### config.mk
export PLATFORM = sky130hd
export DESIGN_NAME = imm_gen_pipe
export DESIGN_NICKNAME = d
export VERILOG_FILES = /design/src/rtl/imm_gen_pkg.sv /design/src/rtl/imm_gen_pipe_extract.sv /design/src/rtl/imm_gen_pipe.sv
export SDC_FILE = /design/constraint.sdc
export NUM_CORES = 1
export LEC_CHECK = 0
export ABC_AREA = 1
export CELL_PAD_IN_SITES_DETAIL_PLACEMENT = 1
export CELL_PAD_IN_SITES_GLOBAL_PLACEMENT = 2
export CORE_MARGIN = 3
export CORE_UTILIZATION = 29
export CTS_BUF_LIST = sky130_fd_sc_hd__clkbuf_16
export DETAILED_ROUTE_END_ITERATION = 10
export PLACE_DENSITY_LB_ADDON = 0.1
export RECOVER_POWER = 25
export SLEW_MARGIN = 20
export SYNTH_ARGS = -nofsm -noshare
export SYNTH_HDL_FRONTEND = slang
export SYNTH_SLANG_ARGS = --single-unit
### constraint.sdc
create_clock -name clk -period 1.9 [get_ports clk]
set_input_delay 0.19 -clock clk [delete_from_list [all_inputs] [get_ports clk]]
set_output_delay 0.19 -clock clk [all_outputs]
set_load 0.005 [all_outputs]
### src/rtl/imm_gen_pkg.sv
// Shared definitions for the immediate generator stage: format codes,
// RISC-V major opcodes, the per-instruction result record and skid states.
package imm_gen_pkg;

    localparam int XLEN_MAX = 64;

    // Format / select encoding (shared by in_sel and out_fmt)
    localparam logic [2:0] FMT_I    = 3'b000;
    localparam logic [2:0] FMT_S    = 3'b001;
    localparam logic [2:0] FMT_B    = 3'b010;
    localparam logic [2:0] FMT_U    = 3'b011;
    localparam logic [2:0] FMT_J    = 3'b100;
    localparam logic [2:0] FMT_NONE = 3'b101;
    localparam logic [2:0] SEL_AUTO = 3'b111;

    // Major opcodes, instr[6:0]
    localparam logic [6:0] OP_IMM    = 7'b0010011;
    localparam logic [6:0] OP_LOAD   = 7'b0000011;
    localparam logic [6:0] OP_JALR   = 7'b1100111;
    localparam logic [6:0] OP_SYSTEM = 7'b1110011;
    localparam logic [6:0] OP_IMM32  = 7'b0011011;
    localparam logic [6:0] OP_STORE  = 7'b0100011;
    localparam logic [6:0] OP_BRANCH = 7'b1100011;
    localparam logic [6:0] OP_LUI    = 7'b0110111;
    localparam logic [6:0] OP_AUIPC  = 7'b0010111;
    localparam logic [6:0] OP_JAL    = 7'b1101111;
    localparam logic [6:0] OP_OP     = 7'b0110011;
    localparam logic [6:0] OP_OP32   = 7'b0111011;

    // One decoded instruction; imm is sign-extended to XLEN, zero above XLEN
    typedef struct packed {
        logic [XLEN_MAX-1:0] imm;
        logic [2:0]          fmt;
        logic                illegal;
    } imm_result_t;

    typedef enum logic [1:0] {
        SKID_EMPTY = 2'd0,
        SKID_ONE   = 2'd1,
        SKID_TWO   = 2'd2
    } skid_state_e;

endpackage

### src/rtl/imm_gen_pipe_extract.sv
// Combinational immediate extraction: resolves the format (explicit select
// or opcode auto-decode) and builds the sign-extended immediate.
module imm_extract
    import imm_gen_pkg::*;
#(
    parameter int XLEN = 32
) (
    input  logic [31:0]  instr,
    input  logic [2:0]   sel,
    output imm_result_t  result
);

    logic [2:0]      fmt_s;
    logic            illegal_s;
    logic [31:0]     imm32_s;
    logic [XLEN-1:0] imm_x_s;

    // Resolve the effective format and the illegal flag
    always_comb begin
        fmt_s     = FMT_NONE;
        illegal_s = 1'b0;
        if (sel == SEL_AUTO) begin
            case (instr[6:0])
                OP_IMM, OP_LOAD, OP_JALR, OP_SYSTEM, OP_IMM32: fmt_s = FMT_I;
                OP_STORE:         fmt_s = FMT_S;
                OP_BRANCH:        fmt_s = FMT_B;
                OP_LUI, OP_AUIPC: fmt_s = FMT_U;
                OP_JAL:           fmt_s = FMT_J;
                OP_OP, OP_OP32: begin
                    fmt_s     = FMT_NONE;
                    illegal_s = 1'b0;
                end
                default: begin
                    fmt_s     = FMT_NONE;
                    illegal_s = 1'b1;
                end
            endcase
        end else begin
            case (sel)
                FMT_I, FMT_S, FMT_B, FMT_U, FMT_J: fmt_s = sel;
                default: begin
                    fmt_s     = FMT_NONE;
                    illegal_s = 1'b1;
                end
            endcase
        end
    end

    // Assemble the immediate, sign-extended to 32 bits from instr[31]
    always_comb begin
        imm32_s = 32'd0;
        case (fmt_s)
            FMT_I:   imm32_s = {{20{instr[31]}}, instr[31:20]};
            FMT_S:   imm32_s = {{20{instr[31]}}, instr[31:25], instr[11:7]};
            FMT_B:   imm32_s = {{20{instr[31]}}, instr[7], instr[30:25], instr[11:8], 1'b0};
            FMT_U:   imm32_s = {instr[31:12], 12'd0};
            FMT_J:   imm32_s = {{12{instr[31]}}, instr[19:12], instr[20], instr[30:21], 1'b0};
            default: imm32_s = 32'd0;
        endcase
    end

    // Widen to XLEN (bit 31 replicated) and pack the result record
    always_comb begin
        imm_x_s        = XLEN'($signed(imm32_s));
        result.imm     = XLEN_MAX'(imm_x_s);
        result.fmt     = fmt_s;
        result.illegal = illegal_s;
    end

endmodule

### src/rtl/imm_gen_pipe.sv
// Registered valid/ready immediate-generator stage with a 2-entry skid
// buffer. Extraction lives in imm_extract; this level only buffers.
module imm_gen_pipe
    import imm_gen_pkg::*;
#(
    parameter int XLEN    = 32,
    parameter bit SKID_EN = 1'b1
) (
    input  logic            clk,
    input  logic            rst_n,
    input  logic            in_valid,
    output logic            in_ready,
    input  logic [31:0]     in_instr,
    input  logic [2:0]      in_sel,
    output logic            out_valid,
    input  logic            out_ready,
    output logic [XLEN-1:0] out_imm,
    output logic [2:0]      out_fmt,
    output logic            out_illegal
);

    imm_result_t new_res_s;
    imm_result_t head_r;
    imm_result_t tail_r;
    skid_state_e state_r;
    skid_state_e state_nxt_s;
    logic        in_ready_r;
    logic        out_valid_r;
    logic        in_xfer_s;
    logic        out_xfer_s;

    imm_extract #(.XLEN(XLEN)) u_extract (
        .instr  (in_instr),
        .sel    (in_sel),
        .result (new_res_s)
    );

    // Bits of the record above XLEN are always zero and never leave the stage
    if (XLEN < XLEN_MAX) begin : g_unused_hi
        logic unused_hi_s;
        assign unused_hi_s = |{head_r.imm[XLEN_MAX-1:XLEN], 1'b0};
    end

    // Handshake qualifiers
    always_comb begin
        in_xfer_s  = in_valid & in_ready;
        out_xfer_s = out_valid_r & out_ready;
    end

    // Occupancy state and its registered decodes
    always_ff @(posedge clk or negedge rst_n) begin
        if (!rst_n) begin
            state_r     <= SKID_EMPTY;
            in_ready_r  <= 1'b1;
            out_valid_r <= 1'b0;
        end else begin
            state_r     <= state_nxt_s;
            in_ready_r  <= (state_nxt_s != SKID_TWO);
            out_valid_r <= (state_nxt_s != SKID_EMPTY);
        end
    end

    // Next occupancy from the two transfer strobes
    always_comb begin
        state_nxt_s = state_r;
        case (state_r)
            SKID_EMPTY: begin
                if (in_xfer_s) state_nxt_s = SKID_ONE;
                else           state_nxt_s = SKID_EMPTY;
            end
            SKID_ONE: begin
                if (in_xfer_s && !out_xfer_s)      state_nxt_s = SKID_TWO;
                else if (!in_xfer_s && out_xfer_s) state_nxt_s = SKID_EMPTY;
                else                               state_nxt_s = SKID_ONE;
            end
            SKID_TWO: begin
                if (out_xfer_s) state_nxt_s = SKID_ONE;
                else            state_nxt_s = SKID_TWO;
            end
            default: state_nxt_s = SKID_EMPTY;
        endcase
    end

    // Entry storage: head feeds the outputs, tail catches a stalled arrival
    always_ff @(posedge clk or negedge rst_n) begin
        if (!rst_n) begin
            head_r <= '0;
            tail_r <= '0;
        end else begin
            case (state_r)
                SKID_EMPTY: if (in_xfer_s) head_r <= new_res_s;
                SKID_ONE: begin
                    if (in_xfer_s && out_xfer_s) head_r <= new_res_s;
                    else if (in_xfer_s)          tail_r <= new_res_s;
                end
                SKID_TWO: if (out_xfer_s) head_r <= tail_r;
                default: head_r <= head_r;
            endcase
        end
    end

    // Port drive; single-register mode derives in_ready from the consumer
    always_comb begin
        out_valid   = out_valid_r;
        out_imm     = head_r.imm[XLEN-1:0];
        out_fmt     = head_r.fmt;
        out_illegal = head_r.illegal;
        if (SKID_EN) in_ready = in_ready_r;
        else         in_ready = out_ready | ~out_valid_r;
    end

endmodule

==> qor.csv <==
metric;value;unit
Clock transition at path regs;0.06;ns
status;finished, final reports clean;
element type at the critical path end;flop;
data arrival at the endpoint of the critical path;2.05;ns
Layout Nets;692;
root buffer cell;sky130_fd_sc_hd__clkbuf_16;
register area share after synthesis;0.478;
share of total power in the clock network;0.209;
Top Ports;77;
pin count of the biggest net entering global routing;54;
Setup-failing EPs final;0;
Vias per Instance;4.78;
largest stage delay on the critical path;0.49;ns
Via Count;3973;
Max Cap Violations;0;
area growth from synthesis to final layout;50.1;%
flip-flop and latch count after synthesis;76;
TritonCTS Buffers;9;
aggregate global routing overflow;0;
syn nets;578;
ranking of synthesized cells by area;sky130_fd_sc_hd__dfrtp_1 (47%), sky130_fd_sc_hd__nand2_1 (19%), sky130_fd_sc_hd__o21ai_0 (6.4%);
Post-route DRC;0;
number of rows in the core area;42;
Die Area;15200;sq um
maximum level of the CTS H-tree;3;
transition time at the pin with the least slew margin;0.740;ns
Leak Pwr;3.00;nW
Hold Path Class;in2async;
Clock Sinks;76;
number of global-route vias before repair;4251;
area leader, netlist;sky130_fd_sc_hd__dfrtp_1;
Comb pwr share;0.478;
Placeable Area;13300;sq um
final-layout fill cell count;1604;
clock network latency to the later pin of the worst-skew pair;0.34;ns
fin crit period;1.82;ns
placer congestion estimate;0.779;
most common cell after layout, fill and taps aside;sky130_fd_sc_hd__nand2_1;
critical path start-end classification;in2reg;
initial core utilization;0.298;
die extent in x;123;um
Max rail drop VDD;0.000557;V
Unique masters post-synth;33;
register share of total power;0.314;
top library cells by usage in the layout, fill and taps aside;sky130_fd_sc_hd__nand2_1 (186), sky130_fd_sc_hd__dfrtp_1 (75), sky130_fd_sc_hd__clkdlybuf4s50_1 (67);
number of nets still failing antenna checks after routing;0;
required time at the worst-slack endpoint;2.12;ns
wire length of the first global-routing pass;22000;um
share of the synthesized area in the top cell type;0.471;
largest buffer count on any clock path;2;
Switching Share;0.375;
switching power summed over all nets;3.32;mW
biggest fanout along the worst timing path;7;
final critical-path setup slack;0.0760;ns
first-iteration detailed-routing DRC count;199;
worst reg2reg setup slack;0.14;ns
Worst Clk Skew;0.00837;ns
overall die height;123;um
Post-Route Hold Slack;0.419;ns
number of antenna violations at the first check in global routing;0;
CP cell instances;clkdlybuf4s50_1 -> inv_2 -> buf_4 -> a22oi_4 -> inv_2 -> nand2_4 -> inv_2 -> nand2_4 -> nand2_8 -> buf_12 -> buf_16 -> o21ai_1 -> nand2_1;
number of instances in the synthesized netlist;536;
final hold violation count;0;
fraction of final layout cells sized beyond drive strength 1;0.206;
Buffers on Ports;76;
Startpoint Class;primary input;
total of warnings raised by yosys;0;
non-filler cells in the finished layout;831;
most used cell along the critical path;sky130_fd_sc_hd__inv_2;
internal power contribution;5.54;mW
Final Routed Wirelength;13500;um
All-Layer GR Usage;0.185;
wire per inst;16.2;um
cell with the largest stage delay on the worst path;sky130_fd_sc_hd__clkdlybuf4s50_1;
number of detailed-route iterations in the first pass;4;
count of placed standard cells including taps;803;
TritonCTS clock tree;done;
diode count;0;
average instance area after synthesis;7.43;sq um
maximum achievable frequency;0.548;GHz
synthesized area;3980;sq um
Tcrit/Tclk final;0.960;
number of max-slew violations in the final report;0;
power density normalized to cell area;1480;nW/um^2
HPWL after DPL;8720;um
worst slack, placed;-0.449;ns
max-slew headroom at the worst pin;0.507;
## what timing repair did
action,CTS,global route
pin swaps,11,20
setup buffers,0,5
hold buffers,1,0
gates cloned,3,3
endpoints found under the setup margin,43,66
endpoints found under the hold margin,22,0
gates resized for setup,35,48
## synth_stat cells
| cell type | instances |
|---|---|
| sky130_fd_sc_hd__buf_6 | 1 |
| sky130_fd_sc_hd__nand4_2 | 1 |
| sky130_fd_sc_hd__nor2_2 | 5 |
| sky130_fd_sc_hd__buf_4 | 2 |
| sky130_fd_sc_hd__clkinv_1 | 1 |
| sky130_fd_sc_hd__and3_1 | 1 |
| sky130_fd_sc_hd__a22oi_4 | 1 |
| sky130_fd_sc_hd__nand4_1 | 2 |
| sky130_fd_sc_hd__a31oi_1 | 7 |
| sky130_fd_sc_hd__buf_1 | 1 |
| sky130_fd_sc_hd__o211ai_1 | 4 |
| sky130_fd_sc_hd__nor3_1 | 12 |
| sky130_fd_sc_hd__o21ai_0 | 51 |
| sky130_fd_sc_hd__o21ai_1 | 23 |
| sky130_fd_sc_hd__a21oi_1 | 11 |
| sky130_fd_sc_hd__dfstp_2 | 1 |
| sky130_fd_sc_hd__nand2_2 | 6 |
| sky130_fd_sc_hd__inv_2 | 7 |
| sky130_fd_sc_hd__a21oi_2 | 1 |
| sky130_fd_sc_hd__nand3_1 | 22 |
| sky130_fd_sc_hd__nand2_1 | 200 |
| sky130_fd_sc_hd__nand2_4 | 3 |
| sky130_fd_sc_hd__o21a_1 | 1 |
| sky130_fd_sc_hd__clkbuf_1 | 20 |
| sky130_fd_sc_hd__nor2_4 | 1 |
| sky130_fd_sc_hd__ha_1 | 3 |
| sky130_fd_sc_hd__nor2_8 | 1 |
| sky130_fd_sc_hd__inv_1 | 28 |
| sky130_fd_sc_hd__a21boi_1 | 1 |
| sky130_fd_sc_hd__dfrtp_1 | 75 |
| sky130_fd_sc_hd__buf_2 | 5 |
| sky130_fd_sc_hd__nor2_1 | 37 |
| sky130_fd_sc_hd__o21ai_2 | 1 |
## layer usage
metal	track usage	wire length, um	part of all wire
met5	0	0	0
met4	0.0415	124	0.0092
met3	0.0407	566	0.042
met2	0.302	6330	0.47
met1	0.252	6430	0.48
## state kept, by name (all words and copies together), names as in the netlist
| signal | flops |
|---|---|
| tail_r | 36 |
| out_imm | 32 |
| out_fmt | 3 |
| state_r | 2 |
| in_ready | 1 |
| out_illegal | 1 |
| out_valid | 1 |
## logic make-up (layout without fill, tap and decap cells)
group	count (synthesis)	after routing	synth area share
AND/OR/NAND/NOR	291	294	0.307
AO/OA/AOI/OAI	101	101	0.139
flip-flops	76	76	0.478
buffers and inverters	65	181	0.0666
adder cells (fa/ha/maj)	3	3	0.00942
## power by group through the flow
stage	clock network, mW	logic (mW)	registers, mW
floorplan	0	1.98	2.74
global placement	0	3.85	2.77
detailed placement	0	3.95	2.80
CTS	1.88	4.02	2.78
global route	1.95	4.79	2.87
finish	1.85	4.23	2.78
## path summary, 6_finish.rpt
check	from	endpoint	depth (start not counted)
worst max-delay path	in_sel[2]	tail_r[24]	13
worst min-delay path	rst_n	out_imm[16]	2
worst max register to register	in_ready	out_fmt[0]	10
worst min register to register	out_imm[0]	out_imm[0]	2
max in group asynchronous	rst_n	tail_r[0]	3
min in group clk	in_sel[1]	tail_r[2]	4
## through the flow
stage,instance area (sq um),util,power (mW),setup TNS [ns]
global placement,5270,0.395,6.62,-19.17
finish,5980,0.448,8.85,0
global route,5980,0.448,9.61,-0.00730
floorplan,3980,-,4.72,0
detailed placement,5270,0.395,6.75,-24.20
CTS,5730,0.430,8.69,-0.0536
## worst max-delay path: cells and delay by family
family | cells | cell delay [ns]
AO/OA/AOI/OAI | 2 | 0.39
buffers and inverters | 7 | 1.10
AND/OR/NAND/NOR | 4 | 0.34
## final cells by class
class                      instances  area (sq um)  share of cell area
sequential                        76          1900               0.318
timing repair buffer             129          1350               0.226
clock inverter                     7          81.3              0.0136
clock buffer                       9           225              0.0377
multi-input combinational        398          2060               0.344
tap                              176           220              0.0368
inverter                          36           140              0.0234
Power figures use the tool's default switching activity.
